**src/rtl/reg_writeback_queue_pkg.sv**
```systemverilog
// rtl/reg_writeback_queue_pkg.sv - shared register-file widths and writeback queue depth
package reg_writeback_queue_pkg;
  localparam int WORD_LEN          = 32;
  localparam int REG_FILE_ADDR_LEN = 5;
  localparam int WB_QUEUE_DEPTH    = 4;
endpackage

```
**src/rtl/reg_writeback_queue_fwd_match.sv**
```systemverilog
// rtl/reg_writeback_queue_fwd_match.sv - youngest-pending-value lookup for one operand address
module wb_fwd_match #(
  parameter int WORD_LEN = reg_writeback_queue_pkg::WORD_LEN,
  parameter int ADDR_LEN = reg_writeback_queue_pkg::REG_FILE_ADDR_LEN,
  parameter int DEPTH    = reg_writeback_queue_pkg::WB_QUEUE_DEPTH,
  localparam int PTR_W   = $clog2(DEPTH)
) (
  input  logic [ADDR_LEN-1:0] src_i,
  input  logic [ADDR_LEN-1:0] ent_dest_i [DEPTH],
  input  logic [WORD_LEN-1:0] ent_val_i  [DEPTH],
  input  logic [DEPTH-1:0]    ent_valid_i,
  input  logic [PTR_W-1:0]    head_i,
  input  logic                rf_en_i,
  input  logic [ADDR_LEN-1:0] rf_dest_i,
  input  logic [WORD_LEN-1:0] rf_val_i,
  output logic                hit_o,
  output logic [WORD_LEN-1:0] fwd_o
);
  logic [PTR_W-1:0] idx;

  // Walk oldest to newest starting at the rf stage so later matches override earlier ones.
  always_comb begin
    hit_o = 1'b0;
    fwd_o = '0;
    idx   = head_i;
    if (src_i != '0) begin
      if (rf_en_i && rf_dest_i == src_i) begin
        hit_o = 1'b1;
        fwd_o = rf_val_i;
      end
      for (int k = 0; k < DEPTH; k++) begin
        idx = head_i + PTR_W'(k);
        if (ent_valid_i[idx] && ent_dest_i[idx] == src_i) begin
          hit_o = 1'b1;
          fwd_o = ent_val_i[idx];
        end
      end
    end
  end
endmodule

```
**src/rtl/reg_writeback_queue.sv**
```systemverilog
// rtl/reg_writeback_queue.sv - in-order writeback FIFO feeding the register-file write port
module reg_writeback_queue #(
  parameter int WORD_LEN = reg_writeback_queue_pkg::WORD_LEN,
  parameter int ADDR_LEN = reg_writeback_queue_pkg::REG_FILE_ADDR_LEN,
  parameter int DEPTH    = reg_writeback_queue_pkg::WB_QUEUE_DEPTH,
  localparam int PTR_W   = $clog2(DEPTH)
) (
  input  logic                clk,
  input  logic                rst,
  input  logic                in_valid,
  output logic                in_ready,
  input  logic [ADDR_LEN-1:0] in_dest,
  input  logic [WORD_LEN-1:0] in_val,
  input  logic                hold,
  output logic [ADDR_LEN-1:0] rf_dest,
  output logic [WORD_LEN-1:0] rf_writeVal,
  output logic                rf_writeEn,
  input  logic [ADDR_LEN-1:0] src1,
  input  logic [ADDR_LEN-1:0] src2,
  output logic                hit1,
  output logic                hit2,
  output logic [WORD_LEN-1:0] fwd1,
  output logic [WORD_LEN-1:0] fwd2,
  output logic [PTR_W:0]      count,
  output logic                full,
  output logic                empty
);
  localparam int CNT_W = PTR_W + 1;

  logic [ADDR_LEN-1:0] ent_dest_q [DEPTH];
  logic [WORD_LEN-1:0] ent_val_q  [DEPTH];
  logic [PTR_W-1:0]    head_q, head_d, tail_q, tail_d;
  logic [CNT_W-1:0]    count_q, count_d;
  logic                rf_en_q, rf_en_d;
  logic [ADDR_LEN-1:0] rf_dest_q, rf_dest_d;
  logic [WORD_LEN-1:0] rf_val_q, rf_val_d;
  logic [DEPTH-1:0]    valid_mask;
  logic [PTR_W-1:0]    rel;
  logic                push_hs, store, pop;

  assign full     = (count_q == CNT_W'(DEPTH));
  assign empty    = (count_q == '0);
  assign in_ready = !full && !rst;
  assign push_hs  = in_valid && in_ready;
  // Writes to r0 complete the handshake but are dropped here.
  assign store    = push_hs && (in_dest != '0);
  assign pop      = !empty && !hold;

  always_comb begin
    head_d    = head_q;
    tail_d    = tail_q;
    count_d   = count_q;
    rf_en_d   = 1'b0;
    rf_dest_d = rf_dest_q;
    rf_val_d  = rf_val_q;
    if (pop) begin
      rf_en_d   = 1'b1;
      rf_dest_d = ent_dest_q[head_q];
      rf_val_d  = ent_val_q[head_q];
      head_d    = head_q + PTR_W'(1);
    end
    if (store) tail_d = tail_q + PTR_W'(1);
    case ({store, pop})
      2'b10:   count_d = count_q + CNT_W'(1);
      2'b01:   count_d = count_q - CNT_W'(1);
      default: count_d = count_q;
    endcase
  end

  always_ff @(posedge clk or posedge rst) begin
    if (rst) begin
      head_q    <= '0;
      tail_q    <= '0;
      count_q   <= '0;
      rf_en_q   <= 1'b0;
      rf_dest_q <= '0;
      rf_val_q  <= '0;
    end else begin
      head_q    <= head_d;
      tail_q    <= tail_d;
      count_q   <= count_d;
      rf_en_q   <= rf_en_d;
      rf_dest_q <= rf_dest_d;
      rf_val_q  <= rf_val_d;
    end
  end

  always_ff @(posedge clk) begin
    if (store) begin
      ent_dest_q[tail_q] <= in_dest;
      ent_val_q[tail_q]  <= in_val;
    end
  end

  // An entry is live when its distance from head is below the occupancy count.
  always_comb begin
    valid_mask = '0;
    rel        = '0;
    for (int i = 0; i < DEPTH; i++) begin
      rel           = PTR_W'(i) - head_q;
      valid_mask[i] = ({1'b0, rel} < count_q);
    end
  end

  assign rf_writeEn  = rf_en_q;
  assign rf_dest     = rf_dest_q;
  assign rf_writeVal = rf_val_q;
  assign count       = count_q;

  wb_fwd_match #(.WORD_LEN(WORD_LEN), .ADDR_LEN(ADDR_LEN), .DEPTH(DEPTH)) u_fwd1 (
    .src_i(src1), .ent_dest_i(ent_dest_q), .ent_val_i(ent_val_q), .ent_valid_i(valid_mask),
    .head_i(head_q), .rf_en_i(rf_en_q), .rf_dest_i(rf_dest_q), .rf_val_i(rf_val_q),
    .hit_o(hit1), .fwd_o(fwd1)
  );

  wb_fwd_match #(.WORD_LEN(WORD_LEN), .ADDR_LEN(ADDR_LEN), .DEPTH(DEPTH)) u_fwd2 (
    .src_i(src2), .ent_dest_i(ent_dest_q), .ent_val_i(ent_val_q), .ent_valid_i(valid_mask),
    .head_i(head_q), .rf_en_i(rf_en_q), .rf_dest_i(rf_dest_q), .rf_val_i(rf_val_q),
    .hit_o(hit2), .fwd_o(fwd2)
  );
endmodule
```
**config.mk**
```make
export PLATFORM = sky130hd
export DESIGN_NAME = reg_writeback_queue
export DESIGN_NICKNAME = d
export VERILOG_FILES = /design/src/rtl/reg_writeback_queue_pkg.sv /design/src/rtl/reg_writeback_queue_fwd_match.sv /design/src/rtl/reg_writeback_queue.sv
export SDC_FILE = /design/constraint.sdc
export NUM_CORES = 1
export LEC_CHECK = 0
export BUFFER_PORTS_ARGS = -buffer_cell sky130_fd_sc_hd__buf_2
export CAP_MARGIN = 30
export CORE_UTILIZATION = 45
export CTS_CLUSTER_DIAMETER = 40
export DETAILED_ROUTE_END_ITERATION = 10
export PLACE_DENSITY = 0.69
export SYNTH_ARGS = -nofsm -noshare
export SYNTH_HDL_FRONTEND = slang
export SYNTH_SLANG_ARGS = --single-unit
```
**constraint.sdc**
```tcl
create_clock -name clk -period 12 [get_ports clk]
set_clock_uncertainty 0.15 [all_clocks]
set_input_delay 1.2 -clock clk [delete_from_list [all_inputs] [get_ports clk]]
set_output_delay 1.2 -clock clk [all_outputs]
set_load 0.05 [all_outputs]
```
==> impl_metrics.csv, run 1 <==
group,metric,value,unit
worst_setup_path,cp_common_cell,"buf_4",
pwr,power_density,277,nW/um2
sta,period_share,60.6,%
grt,grt_usage,24.8,%
run,drv_cap,0,
clock_tree,ctsRootBufferMaster,"clkbuf_16",
pwr,leakage,5.64,nW
worst_setup_path,cp.buffers_inverters,4,
clock_tree,cts_sinks,193,
sta,clock.fmax,0.137,GHz
sta,drv_slew,0,
finish,fin_nets,1474,
run_status,status,"finished clean",
sta,rsz0062_at_grt,"false",
detailed_routing,wl_per_cell,19.9,um
clock_tree,cts.htree.levels,4,
die,io_pins,161,
die,die_w,171,um
die,core.rowCount,61,
die,fp.dieArea,29200,um2
clock_tree,cts_resized,0,
finish,stdcell_area,14400,um2
yosys,synth_enable_flop_cells,148,
yosys,syn_area,12900,um2
clock_tree,tritoncts,"built",
pwr,vdd_ir_drop_max,0.161,mV
detailed_routing,drcViolationCount,0,
detailed_routing,vias,10900,
yosys,async_reset_ff_share,23.3,%
clock_tree,cts_buffer_depth,2,
detailed_routing,vias_per_cell,6.03,
worst_setup_path,cp_slowest_cell,"dfrtp_4",
place,dp.cells,1770,
place,place_area,13800,um2
worst_setup_path,crit_family,"buffers and inverters",
worst_setup_path,critPathRequiredTime,10650,ps
worst_setup_path,crit_path_cell_trace,"buf_4 -> inv_4 -> ha_1 -> nand2b_1 -> a311oi_1 -> o32a_1 -> or4_4 -> nand3b_1 -> buf_4 -> o22ai_1 -> a31o_2 -> buf_2",
place,dp_hpwl,23400,um
finish,areaGrowthSynthToFinish,12.0,%
yosys,ys_ff_latch,193,
worst_setup_path,max_stage_delay,840,ps
worst_setup_path,r2r-start,"head_q[1]",
worst_setup_path,crit_path_start_kind,"flop",
sta,period_needed,7280,ps
yosys,yosysSeqAreaShare,43.3,%
detailed_routing,drt-initial-drc-count,956,
grt,grt_max_degree,97,
grt,gr-total-overflow,0,
yosys,syn_nets,1400,
worst_setup_path,arrival,5930,ps
grt,grt_pass1_vias,10400,
die,initial_core_util,46.0,%
worst_setup_path,setup.worst_path.class,"reg2out",
yosys,synth_area_per_cell,9.60,um2
detailed_routing,antenna_left,0,
yosys,synthFlopType,"edfxtp_1",
finish,diodes,0,
detailed_routing,dr.pass1.iters,6,
pwr,finalPower,3.99,mW
sta,finalSetupViolations,0,
finish,drive_gt1_share,21.7,%
sta,tns,0,ps
clock_tree,numCtsBuffers,17,
finish,fin_cells,1804,
worst_setup_path,crit_fanout,87,
worst_setup_path,crit_start,"head_q[1]",
clock_tree,clock_latency,440,ps
worst_hold_path,hp-start,"rf_writeVal[20]",
sta,relSlewSlack,26.1,%
grt,grt_pass1_wl,55600,um
sta,tightest_slew,1110,ps
yosys,yosys_warnings,0,
clock_tree,clkTransAtPathRegs,70,ps
die,die_h,171,um
place,numPortBuffers,160,
worst_hold_path,hp-class,"reg2reg",
die,core-area,27900,um2
sta,holdWs,395,ps
yosys,synth.distinct_cells,62,
clock_tree,cts_setup_buffers,0,
yosys,synthCells,1339,
place,gp_congestion,0.889,
detailed_routing,totalWireLength,35800,um
worst_setup_path,crit_path_end_kind,"output pin",
sta,hold_violations,0,
clock_tree,postCtsHoldBufs,0,
grt,antenna_found_initial,2,
[cell usage in the layout (no fill, tap or decap), types with 20 or more instances in the layout]
cell type / Yosys / routed
nand2_1: 200 / 200
o22ai_1: 20 / 20
mux2_2: 62 / 62
dfrtp_1: 45 / 43
nor2_1: 87 / 87
xor2_1: 26 / 26
xnor2_1: 32 / 32
buf_2: 24 / 160
a31oi_1: 26 / 26
nand3_1: 24 / 24
a21oi_1: 44 / 43
edfxtp_1: 148 / 148
mux2i_1: 78 / 78
nor3_1: 27 / 27
o21ai_0: 188 / 188
[worst reg2reg max path: cells and delay by family (launching register included)]
kind,cells,cell delay (ps)
buffers and inverters,3,1730
flip-flops,1,840
AO/OA/AOI/OAI,2,690
[where the power goes]
part           switching (mW)  leakage [nW]  internal, mW
Clock                   0.268         0.278         0.285
Sequential              0.170          1.88         0.856
Combinational            1.66          3.48         0.751
Total                    2.10          5.64          1.89
[area by class of cell]
cell class	instances	area [um2]
inverters	12	47.5
repair buffers	181	1020
flip-flops and latches	193	5580
clock inverters	12	114
multi-input cells	1008	6700
fillers	2518	13500
clock buffers	20	457
well taps	378	473
[state kept, by name, summed over array words and instances (netlist names)]
signal       count
count            3
ent_dest_q      20
ent_val_q      128
head_q           2
rf_dest          5
rf_writeEn       1
rf_writeVal     32
tail_q           2
[through the flow]
| step | util [%] | setup slack [ps] |
|---|---|---|
| floorplan | - | 5680 |
| global placement | 49.2 | 5320 |
| detailed placement | 49.3 | 5210 |
| CTS | 51.4 | 4740 |
| global route | 51.5 | 4310 |
| finish | 51.5 | 4720 |
[worst paths after layout]
check / end / slack [ps] / depth (start not counted)
min in group asynchronous: tail_q[0] / 800 / 3
setup / recovery: fwd2[31] / 4720 / 12
setup reg to reg: rf_writeVal[24] / 8450 / 5
max in group asynchronous: head_q[0] / 10350 / 3
hold / removal: rf_writeVal[20] / 390 / 2
hold reg to reg: rf_writeVal[20] / 390 / 2
[synth_stat cells (24+ instances only)]
master    number  area share [%]
nand2_1      200             5.8
o21ai_0      188             7.3
edfxtp_1     148              35
nor2_1        87             2.5
mux2i_1       78             6.1
clkbuf_1      76             2.2
mux2_2        62             5.4
dfrtp_1       45             8.8
a21oi_1       44             1.7
xnor2_1       32             2.2
nor3_1        27             1.1
a31oi_1       26             1.3
xor2_1        26             1.8
buf_2         24            0.93
nand3_1       24            0.93
[routing by layer]
layer	GRT usage, %	wire (um)	vias to the layer above
met1	32.2	15000	5185
li1	-	-	5102
met2	40.5	16800	489
met5	0	27	-
met4	11.9	1340	4
met3	3.65	2670	95
[kinds of logic (layout without fill, tap and decap cells)]
kind of cell | Yosys count | after routing | share of synthesized area, %
AND/OR/NAND/NOR | 400 | 400 | 13.7
XOR/XNOR | 58 | 58 | 3.95
adder cells (fa/ha/maj) | 10 | 10 | 1.03
multiplexers | 159 | 159 | 15.0
AO/OA/AOI/OAI | 381 | 381 | 18.3
flip-flops | 193 | 193 | 43.3
buffers and inverters | 138 | 225 | 4.67
(Power assumes the default switching activity.)
==> inputs of run 2 (changes only) <==
--- a/config.mk
+++ b/config.mk
@@ -5,6 +5,7 @@
 export SDC_FILE = /design/constraint.sdc
 export NUM_CORES = 1
 export LEC_CHECK = 0
+export ABC_AREA = 1
 export BUFFER_PORTS_ARGS = -buffer_cell sky130_fd_sc_hd__buf_2
 export CAP_MARGIN = 30
 export CORE_UTILIZATION = 45
==> constraint.sdc (replaced) <==
create_clock -name clk -period 7 [get_ports clk]
set_clock_uncertainty 0.15 [all_clocks]
set_input_delay 0.7 -clock clk [delete_from_list [all_inputs] [get_ports clk]]
set_output_delay 0.7 -clock clk [all_outputs]
set_load 0.05 [all_outputs]
==> run 2 against run 1 <==
Against the previous run: synthesized cell count increased by 67%; sequential share of layout area fell by 4.8 points; first-iteration DRC count grew to 2.8 times the previous value; routed wire length up 54%; final cell count rose by 52%; die area rose by 16%; flip-flop and latch count is the same; critical path depth rose by 2; worst setup slack got worse by 4200 ps; synthesized area is 16% higher; via count grew 43%; critical path type unchanged.
==> impl_metrics.csv, run 2 <==
group,metric,value,unit
run,drv_cap,0,
yosys,ys_ff_latch,193,
worst_setup_path,arrival,5660,ps
yosys,yosysSeqAreaShare,37.3,%
worst_setup_path,crit_path_start_kind,"flop",
finish,fill_cells,3251,
yosys,synthFlopType,"edfxtp_1",
worst_setup_path,regToRegSetupSlack,3390,ps
yosys,synthTopCellsByCount,"nand2_1 (606), inv_1 (321), o21ai_0 (303)",
die,io_pins,161,
yosys,syn_nets,2298,
finish,areaGrowthSynthToFinish,9.86,%
finish,final_cell_mix,"nand2_1 (605), inv_1 (320), o21ai_0 (303), nand3_1 (245), buf_2 (160)",
yosys,synth.distinct_cells,36,
sta,hold_violations,0,
finish,final_common_cell,"nand2_1",
sta,rsz0062_at_grt,"false",
grt,antenna_found_initial,0,
clock_tree,tritoncts,"built",
detailed_routing,drcViolationCount,0,
finish,drive_gt1_share,11.3,%
worst_setup_path,crit_cells,14,
sta,fin_ws,491,ps
finish,regMostFlops,"ent_val_q",
yosys,yosys_warnings,0,
worst_setup_path,cp.buffers_inverters,3,
die,fp.dieArea,33900,um2
die,die_w,184,um
sta,tightest_slew,1030,ps
grt,grt_usage,32.6,%
clock_tree,cts_sinks,193,
yosys,synth.top_cell.area_share,29.7,%
sta,clock.fmax,0.154,GHz
finish,register_area,5580,um2
finish,fin_nets,2342,
worst_setup_path,cp_common_cell,"nand3_1",
grt,grt_max_degree,88,
sta,finalSetupViolations,0,
worst_setup_path,crit_path_end_kind,"output pin",
clock_tree,ctsRootBufferMaster,"clkbuf_16",
worst_setup_path,r2r-start,"head_q[0]",
run_status,status,"finished clean",
place,dp_hpwl,40300,um
sta,drv_slew,0,
die,core-area,32600,um2
yosys,synthCells,2237,
grt,grt_pass1_vias,13100,
yosys,synth_most_common_cell,"nand2_1",
worst_setup_path,rr_worst_depth,8,
sta,period_needed,6510,ps
grt,grt_pass1_wl,82200,um
worst_setup_path,setup.worst_path.class,"reg2out",
detailed_routing,antenna_left,0,
clock_tree,postCtsHoldBufs,0,
worst_setup_path,cp_slowest_cell,"nand3_2",
detailed_routing,dr.pass1.iters,6,
yosys,synth_enable_flop_cells,148,
die,core.rowCount,66,
clock_tree,clock_latency,460,ps
sta,tns,0,ps
detailed_routing,totalWireLength,55200,um
detailed_routing,wl_per_cell,20.2,um
finish,diodes,0,
worst_hold_path,hp-class,"in2async",
detailed_routing,vias,15500,
yosys,async_reset_ff_share,23.3,%
worst_setup_path,crit_fanout,85,
place,numPortBuffers,160,
yosys,synth_area_leaders,"edfxtp_1 (30%), nand2_1 (15%), o21ai_0 (10%)",
yosys,yosys.area.top_type,"edfxtp_1",
grt,gr-total-overflow,0,
detailed_routing,drt-initial-drc-count,2678,
clock_tree,cts.htree.levels,4,
place,pre_cts_ws,1160,ps
die,initial_core_util,45.8,%
worst_setup_path,crit_family,"simple AND/OR/NAND/NOR gates",
die,die_h,184,um
clock_tree,cts_buffer_depth,2,
clock_tree,numCtsBuffers,17,
finish,post-route-util,50.3,%
clock_tree,cts_resized,0,
finish,largest_register_ffs,128,
place,gp_congestion,1.01,
yosys,synth_area_per_cell,6.68,um2
detailed_routing,vias_per_cell,5.68,
sta,relSlewSlack,30.3,%
worst_setup_path,critPathRequiredTime,6150,ps
clock_tree,clkTransAtPathRegs,70,ps
finish,multi_input_area,7410,um2
yosys,syn_area,14900,um2
worst_setup_path,r2r_end,"rf_writeVal[7]",
clock_tree,cts_setup_buffers,0,
worst_setup_path,max_stage_delay,900,ps
worst_setup_path,crit_path_cell_trace,"inv_4 -> nand2_1 -> nand2_4 -> buf_4 -> nand2_1 -> nand3_1 -> nand2_1 -> nand3_1 -> nor2_4 -> nand3_2 -> nand3_1 -> nand3_1 -> a21oi_1 -> buf_2",
sta,period_share,93.0,%
-- run 2: cell types whose count changed after synthesis, sizes merged, moves of 22 or more --
cell,change
nand4,+97
nor3,-22
mux2,-62
xnor2,-31
a21oi,+24
a31oi,-25
inv,+311
buf,+23
nand2,+411
clkbuf,+22
nand3,+228
o21ai,+166
mux2i,-74
-- run 2: stage by stage --
stage	hold WS [ps]	cells	cell area, um2
floorplan	344	2237	14900
global placement	361	2701	15800
detailed placement	373	2703	15800
CTS	281	2735	16400
global route	303	2736	16400
finish	242	2736	16400
-- run 2: final cells by class --
cell class | instances | share of cell area (%)
multi-input combinational | 1550 | 45.2
inverter | 323 | 7.40
tap | 442 | 3.37
clock inverter | 14 | 0.808
timing repair buffer | 196 | 6.69
sequential | 193 | 34.0
clock buffer | 18 | 2.61
-- run 2: worst max path at each step --
stage                    from            end  slack (ps)
finish              head_q[0]        fwd1[2]         490
global route        head_q[0]       fwd1[13]         120
CTS                 head_q[0]       fwd1[13]         670
detailed placement  head_q[0]       fwd1[13]        1160
global placement    head_q[0]        fwd1[2]        1160
floorplan            count[1]  ent_dest_q[0]        2450
-- run 2: worst min-delay path: stages --
cell   delay [ps]
buf_2         110
inv_2          40
buf_4         490
-- run 2: per-layer routing --
| metal | GRT usage [%] | share of wire [%] |
|---|---|---|
| met4 | 7.47 | 1.8 |
| met1 | 54.1 | 48 |
| met2 | 40.7 | 37 |
| met3 | 7.51 | 13 |
| met5 | 0 | 0 |
-- run 2: logic make-up (layout without fill, tap and decap cells) --
group                    Yosys count  after routing  share of synthesized area [%]
adder cells (fa/ha/maj)           10             10                          0.888
AND/OR/NAND/NOR                 1066           1066                           31.3
AO/OA/AOI/OAI                    437            437                           14.9
XOR/XNOR                          33             33                           1.93
buffers and inverters            494            551                           13.5
multiplexers                       4              4                          0.268
flip-flops                       193            193                           37.3
Power of run 2 is left out: the tool's default activity adds up to more than one toggle a clock period on the data nets, which glitch-free logic cannot reach.
